<file path="src/rtl/v_writeback.sv">
`default_nettype none
// ============================================================================
// Module   : v_writeback
// Purpose  : Result-vector writeback for the SpMV datapath. Accepts one 24-bit
//            row sum per sum_valid pulse, buffers it in a small FIFO, packs
//            two sums per 48-bit word and writes the words to consecutive
//            addresses of the result SRAM. Flags completion once the word
//            holding the last row sum has been accepted.
// Ports    : clock, reset          - rising-edge clock, async active-high reset
//            start                 - 1-cycle pulse, starts a new iteration
//            sum_valid, row_sum    - row sum from adder tree (no backpressure)
//            WriteGrant1           - SRAM accepts the pending write
//            WriteEnable1          - write request
//            WriteAddress1         - word address
//            WriteBus1             - {high sum, low sum}
//            rows_done             - sums accepted this iteration (saturating)
//            overflow              - sticky: a sum was dropped, FIFO full
//            done                  - sticky: last word accepted by SRAM
// Revision : 1.0 - initial release
// ============================================================================
module v_writeback #(
  parameter int NUM_ROWS   = 512,
  parameter int ADDR_W     = 9,
  parameter int FIFO_DEPTH = 4
) (
  input  logic              clock,
  input  logic              reset,
  input  logic              start,
  input  logic              sum_valid,
  input  logic [23:0]       row_sum,
  input  logic              WriteGrant1,
  output logic              WriteEnable1,
  output logic [ADDR_W-1:0] WriteAddress1,
  output logic [47:0]       WriteBus1,
  output logic [9:0]        rows_done,
  output logic              overflow,
  output logic              done
);

  localparam int PTR_W = $clog2(FIFO_DEPTH);
  localparam int CNT_W = PTR_W + 1;
  localparam logic [CNT_W-1:0]  FIFO_FULL = CNT_W'(FIFO_DEPTH);
  localparam logic [9:0]        ROWS_MAX  = 10'(NUM_ROWS);
  // Word that carries sum index NUM_ROWS-1 (low half when NUM_ROWS is odd).
  localparam logic [ADDR_W-1:0] LAST_WORD = ADDR_W'((NUM_ROWS - 1) / 2);

  typedef enum logic [1:0] {
    ST_EMPTY = 2'd0,
    ST_HALF  = 2'd1,
    ST_PEND  = 2'd2
  } state_e;

  state_e            state_q, state_d;
  logic [23:0]       fifo_mem [FIFO_DEPTH];
  logic [PTR_W-1:0]  rd_ptr_q, wr_ptr_q;
  logic [CNT_W-1:0]  count_q;
  logic [23:0]       low_q, low_d;
  logic [23:0]       high_q, high_d;
  logic [ADDR_W-1:0] word_ptr_q, word_ptr_d;
  logic [9:0]        rows_q;
  logic              active_q, active_d;
  logic              done_q, done_d;
  logic              ovf_q;

  logic fifo_full, fifo_empty;
  logic eligible, push, drop, pop;

  assign fifo_full  = (count_q == FIFO_FULL);
  assign fifo_empty = (count_q == '0);

  // Sums beyond NUM_ROWS in one iteration are not part of the vector and are
  // ignored; fullness is judged on the registered count, so a same-cycle pop
  // never makes room for a push.
  assign eligible = sum_valid && active_q && !done_q && (rows_q != ROWS_MAX);
  assign push     = eligible && !fifo_full;
  assign drop     = eligible && fifo_full;

  // Packer next-state and datapath
  always_comb begin
    state_d    = state_q;
    pop        = 1'b0;
    low_d      = low_q;
    high_d     = high_q;
    word_ptr_d = word_ptr_q;
    active_d   = active_q;
    done_d     = done_q;
    unique case (state_q)
      ST_EMPTY: begin
        if (!fifo_empty) begin
          pop     = 1'b1;
          low_d   = fifo_mem[rd_ptr_q];
          state_d = ST_HALF;
        end
      end
      ST_HALF: begin
        if (!fifo_empty) begin
          pop     = 1'b1;
          high_d  = fifo_mem[rd_ptr_q];
          state_d = ST_PEND;
        end else if (rows_q == ROWS_MAX) begin
          // Odd row count: the final word carries only a low half.
          high_d  = '0;
          state_d = ST_PEND;
        end
      end
      ST_PEND: begin
        if (WriteGrant1) begin
          word_ptr_d = word_ptr_q + ADDR_W'(1);
          state_d    = ST_EMPTY;
          if (word_ptr_q == LAST_WORD) begin
            done_d   = 1'b1;
            active_d = 1'b0;
          end
        end
      end
      default: state_d = ST_EMPTY;
    endcase
  end

  always_ff @(posedge clock or posedge reset) begin
    if (reset) begin
      state_q    <= ST_EMPTY;
      rd_ptr_q   <= '0;
      wr_ptr_q   <= '0;
      count_q    <= '0;
      low_q      <= '0;
      high_q     <= '0;
      word_ptr_q <= '0;
      rows_q     <= '0;
      active_q   <= 1'b0;
      done_q     <= 1'b0;
      ovf_q      <= 1'b0;
    end else if (start) begin
      state_q    <= ST_EMPTY;
      rd_ptr_q   <= '0;
      wr_ptr_q   <= '0;
      count_q    <= '0;
      low_q      <= '0;
      high_q     <= '0;
      word_ptr_q <= '0;
      rows_q     <= '0;
      active_q   <= 1'b1;
      done_q     <= 1'b0;
      ovf_q      <= 1'b0;
    end else begin
      state_q    <= state_d;
      low_q      <= low_d;
      high_q     <= high_d;
      word_ptr_q <= word_ptr_d;
      active_q   <= active_d;
      done_q     <= done_d;
      count_q    <= count_q + CNT_W'(push) - CNT_W'(pop);
      if (push) begin
        wr_ptr_q <= wr_ptr_q + PTR_W'(1);
        rows_q   <= rows_q + 10'd1;
      end
      if (pop) begin
        rd_ptr_q <= rd_ptr_q + PTR_W'(1);
      end
      if (drop) begin
        ovf_q <= 1'b1;
      end
    end
  end

  // Storage needs no reset: entries are only read once counted as valid.
  always_ff @(posedge clock) begin
    if (push && !start) begin
      fifo_mem[wr_ptr_q] <= row_sum;
    end
  end

  assign WriteEnable1  = (state_q == ST_PEND);
  assign WriteAddress1 = word_ptr_q;
  assign WriteBus1     = {high_q, low_q};
  assign rows_done     = rows_q;
  assign overflow      = ovf_q;
  assign done          = done_q;

endmodule
`default_nettype wire

</file>
<file path="config.mk">
export PLATFORM = sky130hd
export DESIGN_NAME = v_writeback
export DESIGN_NICKNAME = d
export VERILOG_FILES = /design/src/rtl/v_writeback.sv
export SDC_FILE = /design/constraint.sdc
export NUM_CORES = 1
export LEC_CHECK = 0
export ABC_AREA = 1
export CAP_MARGIN = 0
export CELL_PAD_IN_SITES_DETAIL_PLACEMENT = 1
export CELL_PAD_IN_SITES_GLOBAL_PLACEMENT = 1
export CORE_ASPECT_RATIO = 1.4
export CORE_MARGIN = 1
export CORE_UTILIZATION = 35
export CTS_CLUSTER_DIAMETER = 80
export DETAILED_ROUTE_END_ITERATION = 16
export GPL_ROUTABILITY_DRIVEN = 1
export PLACE_DENSITY = 0.66
export SYNTH_ARGS = -nofsm -noshare
export SYNTH_HDL_FRONTEND = slang
export SYNTH_SLANG_ARGS = --single-unit
</file>
<file path="constraint.sdc">
create_clock -name clock -period 2.97 [get_ports clock]
set_input_delay 0.297 -clock clock [delete_from_list [all_inputs] [get_ports clock]]
set_output_delay 0.297 -clock clock [all_outputs]
set_load 0.05 [all_outputs]
</file>
Word level (Yosys, flattened, before mapping)
Memory sizes are Yosys's and may differ from the RTL's. Index checks and enable logic that the tools add are counted.

Add/sub/neg operators: 6. Equal/unequal tests: 11. Multiplexer cells: 37. Reductions and logical operators: 25.

Operators by type and width (count): $mux W24 (7); $mux W9 (3); $mux W10 (2); $mux W2 (9); $reduce_bool A2 Y1 (8); $mux W1 (14); $add A10 B1 Y10 const B (1); $eq A10 B10 Y1 const B (1); $ne A10 B10 Y1 const B (1); $add A9 B1 Y9 const B (1); $eq A9 B8 Y1 const B (1); $logic_and A1 B1 Y1 (6); $ne A3 B3 Y1 const B (2); $pmux W2 S3 (1); $reduce_and A2 Y1 (3); $reduce_and A3 Y1 (2); $add A2 B1 Y2 const B (2); $ne A4 B4 Y1 const B (1); $add A3 B1 Y3 (1); $eq A3 B3 Y1 const B (1); $logic_not A1 Y1 (3); $logic_not A3 Y1 (1); $mux W3 (1); $ne A3 B2 Y1 const B (1); other kinds (6) (6).

Register bits after elaboration: 79. Bits in writable memories: 96. Input bits: 29. Output and inout bits: 70. Logic and storage cells: 91. Memories kept: 1.

Memories: fifo_mem (words 4, width 24, rd ports 1, clocked after memory_dff 0, write ports 1, RTL line 54) `logic [23:0] fifo_mem [FIFO_DEPTH];`.

Logic depth before layout (Yosys ltp)
Gate-level depths: netlist of the first run.

Depth after elaboration: 7. Depth in mapped cells: 12. Gate-level depth less buffers: 12.

Least setup slack after synthesis of the first run
Ideal clock, no wire load.

Path type: register to register. From: register rows_q[0], in the netlist rows_done[0]. To: memory fifo_mem[0][0] (enable). Library setup time: 0.405 ns. Arrival: 2.423 ns. Data required time: 2.565 ns. Setup slack: 0.142 ns. Stages on the path, launching flop included: 8. Buffers on the path: 0. Clock period less this slack: 2.828 ns. Path through: dfrtp_1 inv_1 ha_1 nand2_1 nor2_1 nand3_2 nand4_1 nor2_1.

Cells in the longest elaborated chain, start to end: 6.

Ends and longest elaborated chain: from (decl) (RTL line 60) `logic [9:0] rows_q;`; from (signal assigned) (RTL line 155) `rows_q <= rows_q + 10'd1;`; $ne A10 B10 Y1 (RTL line 74) `assign eligible = sum_valid && active_q && !done_q && (rows_q != ROWS_MAX);`; $logic_and A1 B1 Y1 (RTL line 74); $logic_and A1 B1 Y1 (RTL line 75) `assign push = eligible && !fifo_full;`; $logic_and A1 B1 Y1 (RTL line 168) `if (push && !start) begin`; $mux W1 (RTL line 168); $mux W1 (implied by the code) (RTL line 169) `fifo_mem[wr_ptr_q] <= row_sum;`; to (decl) (RTL line 54).

Every way passes these cells.

Worst setup path after layout of the first run
From: register rows_q[0], in the netlist rows_done[0]. To: register count_q[2].

Cells in the longest elaborated chain, start to end: 6.

Ends and longest elaborated chain: $ne A10 B10 Y1 (RTL line 74); $logic_and A1 B1 Y1 (RTL line 74); $logic_and A1 B1 Y1 (RTL line 75); $add A3 B1 Y3 (RTL line 152) `count_q <= count_q + CNT_W'(push) - CNT_W'(pop);`; $sub A3 B1 Y3 (RTL line 152); $mux W3 (RTL line 133) `end else if (start) begin`; to (signal assigned) (RTL line 152); to (decl) (RTL line 56) `logic [CNT_W-1:0] count_q;`.

Every way passes these cells. A chain may end at the register's enable or synchronous reset.

==> flow_summary_export.csv, run 1 <==
group,metric,value,unit
floorplanning,rows,63,
synth,synth.distinct_cells,33,
synth,ys_warn_count,0,
timing,final.setup.tns,0,ns
placed_design,globalplace.congestion,0.768,
placed_design,numPortBuffers,98,
grt,grt_pass1_vias,5793,
cts,clock_path_buffers,2,
finish,final_cell_mix,"176 x nand2_1, 104 x nor2_1, 98 x clkdlybuf4s50_1",
grt,gr-total-overflow,0,
cts,clock_latency,0.43,ns
drt,m1WireLength,7750,um
floorplanning,die_w,126,um
synth,netlist_instances,735,
worst_setup_path,path_cells,"inv_1 > ha_1 > nand2_1 > nor2_1 > nand3_2 > nand3_2 > xor2_1 > ha_1 > inv_1 > fa_1 > xor2_1 > nor2_1",
worst_setup_path,crit_path_start_kind,"flip-flop",
timing,relSlewSlack,0.479,
cts,root_buffer,"clkbuf_16",
finish,antenna_cells,0,
worst_setup_path,r2r_end,"count_q[2]",
worst_setup_path,critPathKind,"reg2reg",
cts,h-tree-depth,4,
grt,gr-usage-all-layers,0.176,
finish,fin_nets,865,
timing,skew,0.00905,ns
run_status,status,"finished, final reports clean",
drt,wire_per_inst,16.9,um
floorplanning,core_area,0.0211,mm2
drt,via_per_inst,4.93,
timing,slew_viol_final,0,
drt,top_layer,"met4",
finish,syn2layout_area_growth,23.1,%
cts,clk_pin_slew,0.07,ns
timing,tightestPinTransition,0.781,ns
grt,grt_max_degree,51,
finish,finalCoreUtilization,0.439,
worst_setup_path,path_max_fanout,8,
synth,syn_area,0.00754,mm2
job,drv_cap,0,
power_and_ir_drop,p_per_area,947,mW/mm2
timing,period_minus_slack,2.25,ns
synth,syn_area_per_cell,10.3,um2
floorplanning,dieHeight,176,um
worst_setup_path,r2r_slack,0.72,ns
cts,cts-resized-gates,0,
worst_setup_path,crit_slowest_cell,"dfrtp_1",
grt,antenna_found_initial,0,
timing,fmax,0.445,GHz
timing,min_period_over_period,0.756,
floorplanning,dieArea,0.0221,mm2
worst_setup_path,critical_path.endpoint_type,"flip-flop",
placed_design,dp_hpwl,12700,um
finish,final_common_cell,"nand2_1",
placed_design,dpl_cell_area,0.00870,mm2
drt,wirelength,18500,um
floorplanning,ios,99,
drt,drt_first_pass_iters,4,
drt,vias,5421,
grt,grt_first_pass_wirelength,29800,um
synth,synth_nets,774,
power_and_ir_drop,p_leak,3.78,nW
cts,cts_setup_buffers,0,
cts,cts_tree,"yes",
cts,cts_sinks,175,
worst_setup_path,cp_top_family,"adder cells",
floorplanning,initial_core_util,0.357,
cts,cts_hold_buf,0,
worst_setup_path,crit_buf_inv,2,
cts,cts_buffers,17,
timing,hold_viol_final,0,
timing,rsz0062_at_grt,"no",
worst_setup_path,rr_startpoint,"rows_done[0]",
power_and_ir_drop,peakVddDrop,0.478,mV
drt,dr_wl_met3,419,um
synth,ys_seq_area_frac,0.645,
drt,ant_nets,0,
worst_setup_path,crit_required,3.28,ns
worst_setup_path,r2r_cells,12,
drt,drtIter0Drc,129,
worst_setup_path,critPathArrivalTime,2.56,ns
worst_setup_path,slowest_delay,0.46,ns
worst_hold_path,hold_class,"in2async",
finish,drive_gt1_frac,0.0810,
finish,final_area,0.00928,mm2
timing,setup_viol,0,
synth,synth-seq-cells,175,
drt,routed-wl-met2,9930,um
drt,drc_errors,0,
-- area by class of cell --
type,count,area (um2)
fillers,2378,11900
flip-flops and latches,175,4860
multi-input cells,479,2270
repair buffers,109,1080
clock buffers,19,433
well taps,260,325
inverters,44,166
clock inverters,13,146
-- power by group --
group,leakage (nW),switching (mW),internal (mW)
registers,1.93,0.287,2.97
logic,1.57,2.35,0.969
clock network,0.279,0.900,1.31
-- layer usage --
layer,GRT usage,vias to the layer above
met1,0.200,2693
met5,0,-
met3,0.0271,24
met2,0.325,83
met4,0.0788,0
li1,-,2621
-- how the worst max path moves through the flow --
stage / start / endpoint / slack, ns / depth (start not counted)
finish: rows_done[0] / count_q[2] / 0.72 / 12
global route: rows_done[0] / count_q[2] / 0.51 / 12
CTS: state_q[1] / WriteEnable1 / 0.69 / 3
detailed placement: sum_valid / fifo_mem[3][13] / 0.64 / 6
global placement: sum_valid / fifo_mem[3][16] / 0.72 / 6
floorplan: rows_done[0] / fifo_mem[0][0] / 0.14 / 7
-- per-stage QoR --
step / hold slack (ns) / setup slack [ns] / std cells / power (mW)
floorplan: 0.396 / 0.142 / 735 / 5.62
detailed placement: 0.460 / 0.640 / 1067 / 6.65
CTS: 0.233 / 0.694 / 1099 / 8.89
finish: 0.232 / 0.724 / 1099 / 8.78
global placement: 0.457 / 0.716 / 1067 / 6.54
global route: 0.271 / 0.509 / 1099 / 9.23
-- worst register-to-register path: cells and delay by family, from the launching register on --
kind | cells | cell delay (ns)
buffers and inverters | 2 | 0.15
adder cells (fa/ha/maj) | 3 | 0.68
flip-flops | 1 | 0.46
XOR/XNOR | 2 | 0.34
AND/OR/NAND/NOR | 5 | 0.50
-- cells in the mapped netlist, drive strengths merged --
| library cell | count | area (um2) |
|---|---|---|
| a21oi | 10 | 61.3 |
| a31oi | 1 | 6.26 |
| buf | 31 | 230 |
| clkbuf | 6 | 23.8 |
| dfrtp | 79 | 1980 |
| edfxtp | 96 | 2880 |
| fa | 1 | 20.0 |
| ha | 9 | 113 |
| inv | 44 | 165 |
| nand2 | 178 | 673 |
| nand3 | 49 | 255 |
| nand3b | 2 | 15.0 |
| nand4 | 5 | 31.3 |
| nor2 | 111 | 439 |
| nor3 | 4 | 31.3 |
| nor3b | 1 | 7.51 |
| o21ai | 102 | 556 |
| o22ai | 1 | 6.26 |
| xnor2 | 2 | 17.5 |
| xor2 | 3 | 26.3 |
-- registers in the layout, indices dropped and copies added (netlist names) --
register       flops
active_q           1
low_q             24
state_q            2
overflow           1
count_q            3
fifo_mem          96
rows_done         10
high_q            24
done               1
rd_ptr_q           2
WriteAddress1      9
wr_ptr_q           2
-- logic make-up (layout without fill, tap and decap cells) --
| group | after synthesis | count (layout) | share of synthesized area |
|---|---|---|---|
| adder cells (fa/ha/maj) | 10 | 10 | 0.0176 |
| AO/OA/AOI/OAI | 114 | 114 | 0.0835 |
| flip-flops | 175 | 175 | 0.645 |
| buffers and inverters | 81 | 185 | 0.0556 |
| AND/OR/NAND/NOR | 350 | 350 | 0.193 |
| XOR/XNOR | 5 | 5 | 0.00581 |
(Power assumes the default switching activity.)
==> run 2, diff against run 1 <==
==> constraint.sdc (replaced) <==
create_clock -name clock -period 2.1 [get_ports clock]
set_input_delay 0.21 -clock clock [delete_from_list [all_inputs] [get_ports clock]]
set_output_delay 0.21 -clock clock [all_outputs]
set_load 0.05 [all_outputs]
==> flow_summary_export.csv, run 2 (synthesized netlist as in run 1, its figures left out) <==
group,metric,value,unit
run_status,status,"finished with violations",
run_status,violations,"setup timing",
drt,wirelength,19000,um
floorplanning,dieHeight,176,um
timing,period_minus_slack,2.10,ns
drt,drtIter0Drc,163,
cts,clock_latency,0.43,ns
timing,fin_ws,-0.0000446,ns
drt,vias,5519,
finish,final_cell_mix,"175 x nand2_1, 103 x nor2_1, 97 x clkdlybuf4s50_1",
timing,hold_viol_final,0,
cts,cts_sinks,175,
grt,grt_pass1_vias,5899,
worst_setup_path,critPathArrivalTime,2.40,ns
finish,antenna_cells,0,
cts,cts_hold_buf,0,
drt,drc_errors,0,
worst_setup_path,path_max_fanout,2,
placed_design,preCtsSetupSlack,-0.0829,ns
finish,finalCoreUtilization,0.455,
placed_design,globalplace.congestion,0.803,
floorplanning,dieArea,0.0221,mm2
timing,tightestPinTransition,0.569,ns
grt,gr-usage-all-layers,0.181,
finish,largest_register_ffs,96,
power_and_ir_drop,p_leak,3.89,nW
finish,reg_top3,"fifo_mem x96, high_q x24, low_q x24",
grt,gr-total-overflow,0,
job,drv_cap,0,
finish,syn2layout_area_growth,27.4,%
finish,fillerInstances,2360,
grt,antenna_found_initial,0,
grt,grt_first_pass_wirelength,30700,um
cts,cts_tree,"yes",
worst_setup_path,r2r_end,"count_q[2]",
worst_setup_path,critical_path.endpoint_type,"flip-flop",
floorplanning,rows,63,
timing,rsz0062_at_grt,"yes",
finish,regMostFlops,"fifo_mem",
timing,slew_viol_final,0,
placed_design,numPortBuffers,98,
worst_setup_path,crit_path_start_kind,"flip-flop",
worst_hold_path,hold_class,"in2async",
drt,drt_first_pass_iters,5,
finish,fin_nets,885,
placed_design,dp_hpwl,13100,um
cts,root_buffer,"clkbuf_16",
finish,instances_no_fill,1119,
worst_setup_path,critPathKind,"reg2reg",
power_and_ir_drop,power,12.7,mW
timing,fmax,0.476,GHz
timing,setup_viol,1,
drt,via_per_inst,4.93,
cts,cts_buffers,17,
floorplanning,core_area,0.0211,mm2
floorplanning,initial_core_util,0.357,
timing,whs,0.259,ns
floorplanning,die_w,126,um
cts,clk_pin_slew,0.07,ns
drt,wire_per_inst,16.9,um
worst_setup_path,rr_startpoint,"rows_done[0]",
worst_setup_path,r2r_cells,12,
placed_design,placedCellCount,1085,
worst_setup_path,crit_required,2.40,ns
power_and_ir_drop,peakVddDrop,0.528,mV
power_and_ir_drop,p_per_area,1330,mW/mm2
timing,relSlewSlack,0.619,
grt,grt_max_degree,80,
worst_setup_path,r2r_slack,-0.00004,ns
floorplanning,ios,99,
cts,clock_path_buffers,2,
timing,skew,0.0131,ns
finish,drive_gt1_frac,0.123,
cts,h-tree-depth,4,
finish,final_common_cell,"nand2_1",
timing,min_period_over_period,1.00,
drt,ant_nets,0,
run 2: changes by cell type in the layout (fill, tap and decap cells not counted), sizes merged:
| cell | before | now |
|---|---|---|
| dlygate4sd2 | 0 | 1 |
| clkinv | 9 | 3 |
| clkinvlp | 2 | 4 |
| buf | 11 | 31 |
| clkdlybuf4s50 | 98 | 97 |
| bufinv | 3 | 2 |
| inv | 43 | 48 |
run 2: area by class of cell:
class | count | area, um2 | area share
tap | 260 | 325 | 0.0339
timing repair buffer | 129 | 1310 | 0.137
clock inverter | 13 | 151 | 0.0158
inverter | 44 | 169 | 0.0176
multi-input combinational | 479 | 2340 | 0.244
sequential | 175 | 4870 | 0.507
clock buffer | 19 | 433 | 0.0451
run 2: through the flow:
| stage | instance area [um2] | setup TNS, ns |
|---|---|---|
| final | 9600 | -0.0000446 |
| after floorplan | 7580 | -10.99 |
| after global placement | 8950 | 0 |
| after global routing | 9600 | -0.184 |
| after detailed placement | 8950 | -0.0829 |
| after CTS | 9550 | -0.00867 |
run 2: what timing repair did:
action / 4_1_cts / 5_1_grt
setup endpoints to repair: 3 / 2
pin swaps: 3 / 7
gates resized for setup: 4 / 8
buffers inserted: 1 / 1
run 2: per-layer routing:
metal,wire length [um],track usage,share of wire,up-vias
met4,277,0.0607,0.015,0
li1,-,-,-,2661
met5,0,0,0,-
met3,514,0.0305,0.027,20
met2,10300,0.332,0.55,82
met1,7820,0.211,0.41,2756
run 2: how the worst max path moves through the flow:
stage                             from             end  slack (ns)  cells after the start
final                     rows_done[0]      count_q[2]    -0.00004                     12
after global routing      rows_done[7]      count_q[2]       -0.11                     11
after CTS                 rows_done[0]      count_q[2]      -0.009                     12
after detailed placement     sum_valid      count_q[2]       -0.08                     10
after global placement       sum_valid      count_q[2]        0.01                     10
after floorplan           rows_done[0]  fifo_mem[0][0]       -0.12                      7
run 2: worst max-delay path, cell delays in order (launching register included):
cell	delay, ns
dfrtp_2	0.41
inv_2	0.08
ha_4	0.14
nand2_4	0.04
nor2_4	0.12
nand3_4	0.09
nand3_4	0.08
xor2_2	0.17
ha_2	0.20
inv_2	0.04
fa_2	0.35
xor2_1	0.18
nor2_1	0.07
run 2: power by group:
part           total [mW]  switching, mW  leakage [nW]  internal (mW)
Sequential           4.62          0.419          1.92           4.20
Clock                3.13           1.35         0.277           1.78
Combinational        4.98           3.40          1.70           1.58
==> run 3, diff against run 2 <==
==> config.mk (replaced) <==
export PLATFORM = sky130hd
export DESIGN_NAME = v_writeback
export DESIGN_NICKNAME = d
export VERILOG_FILES = /design/src/rtl/v_writeback.sv
export SDC_FILE = /design/constraint.sdc
export NUM_CORES = 1
export LEC_CHECK = 0
export ABC_AREA = 0
export CAP_MARGIN = 0
export CELL_PAD_IN_SITES_DETAIL_PLACEMENT = 1
export CELL_PAD_IN_SITES_GLOBAL_PLACEMENT = 1
export CORE_ASPECT_RATIO = 1.4
export CORE_MARGIN = 1
export CORE_UTILIZATION = 45
export CTS_CLUSTER_DIAMETER = 80
export DETAILED_ROUTE_END_ITERATION = 16
export GPL_ROUTABILITY_DRIVEN = 1
export PLACE_DENSITY = 0.78
export SYNTH_ARGS = -nofsm -noshare
export SYNTH_HDL_FRONTEND = slang
export SYNTH_SLANG_ARGS = --single-unit
==> flow_summary_export.csv, run 3 <==
group,metric,value,unit
finish,reg_top3,"fifo_mem x96, high_q x24, low_q x24",
placed_design,dp_hpwl,11200,um
cts,clock_path_buffers,2,
power_and_ir_drop,peakVddDrop,0.672,mV
synth,ys_warn_count,0,
synth,synth_nets,504,
finish,instances_no_fill,796,
finish,fin_nets,629,
drt,via_per_inst,5.66,
timing,final.setup.tns,-0.169,ns
synth,synth-main-ff-cell,"edfxtp_1",
power_and_ir_drop,p_sw,4.68,mW
power_and_ir_drop,p_comb_frac,0.383,
worst_setup_path,r2r_slack,-0.07,ns
drt,drt_first_pass_iters,4,
finish,syn2layout_area_growth,31.1,%
worst_setup_path,critical_path.endpoint_type,"flip-flop",
timing,rsz0062_at_grt,"yes",
synth,synth_area_leader_cell,"edfxtp_1",
drt,vias,4508,
synth,yosys-top-cells-count,"96 x edfxtp_1, 79 x dfrtp_1, 55 x nand2_1, 35 x a21oi_1, 24 x mux4_2",
floorplanning,die_w,108,um
worst_setup_path,critPathArrivalTime,2.48,ns
timing,period_minus_slack,2.17,ns
worst_setup_path,r2r_end,"count_q[1]",
timing,setup_viol,5,
placed_design,preCtsSetupSlack,-0.0508,ns
finish,final_cell_mix,"96 x edfxtp_1, 96 x clkdlybuf4s50_1, 73 x dfrtp_1",
power_and_ir_drop,clock_power_share,0.255,
worst_setup_path,r2r_cells,10,
worst_hold_path,hold_class,"in2async",
power_and_ir_drop,power,12.4,mW
finish,drive_gt1_frac,0.206,
cts,h-tree-depth,4,
power_and_ir_drop,seqPwrFrac,0.362,
worst_setup_path,critPathKind,"reg2reg",
finish,largest_register_ffs,96,
drt,ant_nets,0,
worst_setup_path,crit_path_start_kind,"flip-flop",
floorplanning,initial_core_util,0.464,
cts,cts_hold_buf,0,
drt,wire_per_inst,23.0,um
timing,tightestPinTransition,1.20,ns
floorplanning,core_area,0.0151,mm2
cts,root_buffer,"clkbuf_16",
timing,fmax,0.460,GHz
placed_design,placedCellCount,758,
drt,drtIter0Drc,261,
timing,fin_ws,-0.0747,ns
finish,regMostFlops,"fifo_mem",
cts,cts_buffers,17,
placed_design,numPortBuffers,98,
floorplanning,ios,99,
power_and_ir_drop,p_sw_frac,0.377,
worst_setup_path,path_max_fanout,2,
timing,skew,0.0160,ns
floorplanning,rows,53,
synth,ys_seq_area_frac,0.692,
grt,antenna_found_initial,1,
synth,synth-seq-cells,175,
synth,synth_most_common_cell,"edfxtp_1",
grt,gr-total-overflow,0,
placed_design,globalplace.congestion,0.797,
floorplanning,dieArea,0.0161,mm2
drt,drc_errors,0,
cts,clk_pin_slew,0.07,ns
cts,cts_tree,"yes",
cts,cts_sinks,175,
worst_setup_path,rr_startpoint,"rows_done[1]",
synth,synthTopCellsByArea,"edfxtp_1 41%, dfrtp_1 28%, mux4_2 7.7%, nand2_1 2.9%, a22o_1 2.9%",
cts,clock_latency,0.43,ns
grt,grt_max_degree,67,
grt,grt_pass1_vias,4971,
synth,netlist_instances,465,
run_status,violations,"setup timing",
timing,hold_viol_final,0,
drt,wirelength,18300,um
power_and_ir_drop,p_leak,3.46,nW
worst_setup_path,crit_required,2.40,ns
grt,grt_first_pass_wirelength,28300,um
timing,min_period_over_period,1.04,
synth,syn_area,0.00702,mm2
synth,synth.distinct_cells,44,
floorplanning,dieHeight,150,um
grt,gr-usage-all-layers,0.244,
synth,yosys.area.top_type_share,0.411,
run_status,status,"finished with violations",
power_and_ir_drop,internal-power,7.73,mW
timing,slew_viol_final,0,
synth,syn_area_per_cell,15.1,um2
job,drv_cap,0,
synth,synth_edf_count,96,
timing,relSlewSlack,0.197,
synth,ys_async_sr_fraction,0.451,
power_and_ir_drop,p_per_area,1350,mW/mm2
==> run 3: changes by cell type in the layout (fill, tap and decap cells not counted), sizes merged, moves of 5 or more <==
cell	delta
a21oi	+26
a22o	+23
clkbuf	+6
inv	-36
mux4	+24
nand2	-123
nand2b	+5
nand3	-42
nor2	-88
nor3b	+7
o21ai	-95
or3	+8
xnor2	+5
==> run 3: critical path, stage by stage (launching register included) <==
cell	delay [ns]
dfrtp_2	0.41
inv_2	0.08
ha_4	0.13
nor4b_4	0.24
nand3_2	0.15
nand3_4	0.12
xnor2_2	0.11
ha_2	0.20
inv_2	0.04
fa_2	0.52
nor2_2	0.04
==> run 3: final cells by class <==
type,count,area (um2)
well taps,192,240
fillers,1437,5920
repair buffers,131,1330
inverters,9,37.5
flip-flops and latches,175,4870
clock buffers,24,536
diodes,1,2.50
clock inverters,8,63.8
multi-input cells,256,2120
==> run 3: worst max-delay path by stage <==
stage | endpoint | cells after the start | slack [ns] | startpoint
2_1_floorplan | fifo_mem[0][0] | 6 | -0.16 | rows_done[0]
3_3_place_gp | count_q[2] | 11 | 0.02 | rows_done[0]
3_5_place_dp | count_q[2] | 11 | -0.05 | rows_done[0]
4_1_cts | count_q[2] | 11 | -0.08 | rows_done[0]
5_1_grt | count_q[1] | 10 | -0.17 | rows_done[0]
6_report | count_q[1] | 10 | -0.07 | rows_done[1]
==> run 3: metal layers <==
| metal | part of all wire | vias up | wire (um) | track usage |
|---|---|---|---|---|
| met3 | 0.037 | 25 | 671 | 0.0418 |
| met4 | 0.020 | 0 | 361 | 0.103 |
| met1 | 0.39 | 2377 | 7070 | 0.290 |
| met5 | 0 | - | 0 | 0 |
| met2 | 0.56 | 130 | 10200 | 0.432 |
| li1 | - | 1976 | - | - |
==> run 3: kinds of logic (layout without fill, tap and decap cells) <==
logic type / after synthesis / after routing / synth area share
AND/OR/NAND/NOR: 132 / 133 / 0.0952
adder cells (fa/ha/maj): 10 / 10 / 0.0189
other: 0 / 1 / 0
AO/OA/AOI/OAI: 72 / 72 / 0.0678
buffers and inverters: 35 / 172 / 0.0250
flip-flops: 175 / 175 / 0.692
multiplexers: 29 / 29 / 0.0858
XOR/XNOR: 12 / 12 / 0.0150
==> run 3: metrics by stage <==
step            util  hold slack [ns]  area (um2)
2_1_floorplan      -            0.309        7100
3_3_place_gp   0.561            0.456        8490
3_5_place_dp   0.561            0.471        8490
5_1_grt        0.608            0.161        9200
4_1_cts        0.606            0.146        9160
6_report       0.608            0.151        9200
==> run 3: timing repair <==
action                                  CTS  global route
endpoints found under the hold margin     0             0
setup buffers                             3             2
endpoints found under the setup margin   17            44
pin swaps                                11            22
resized for setup                         8             2
cloned                                    1             1
==> run 3: power groups by stage <==
stage	combinational, mW	sequential [mW]	clock (mW)
global placement	4.41	4.51	0
CTS	4.76	4.49	3.22
finish	4.76	4.49	3.16
detailed placement	4.57	4.55	0
floorplan	1.86	5.64	0
global route	5.01	4.54	3.32
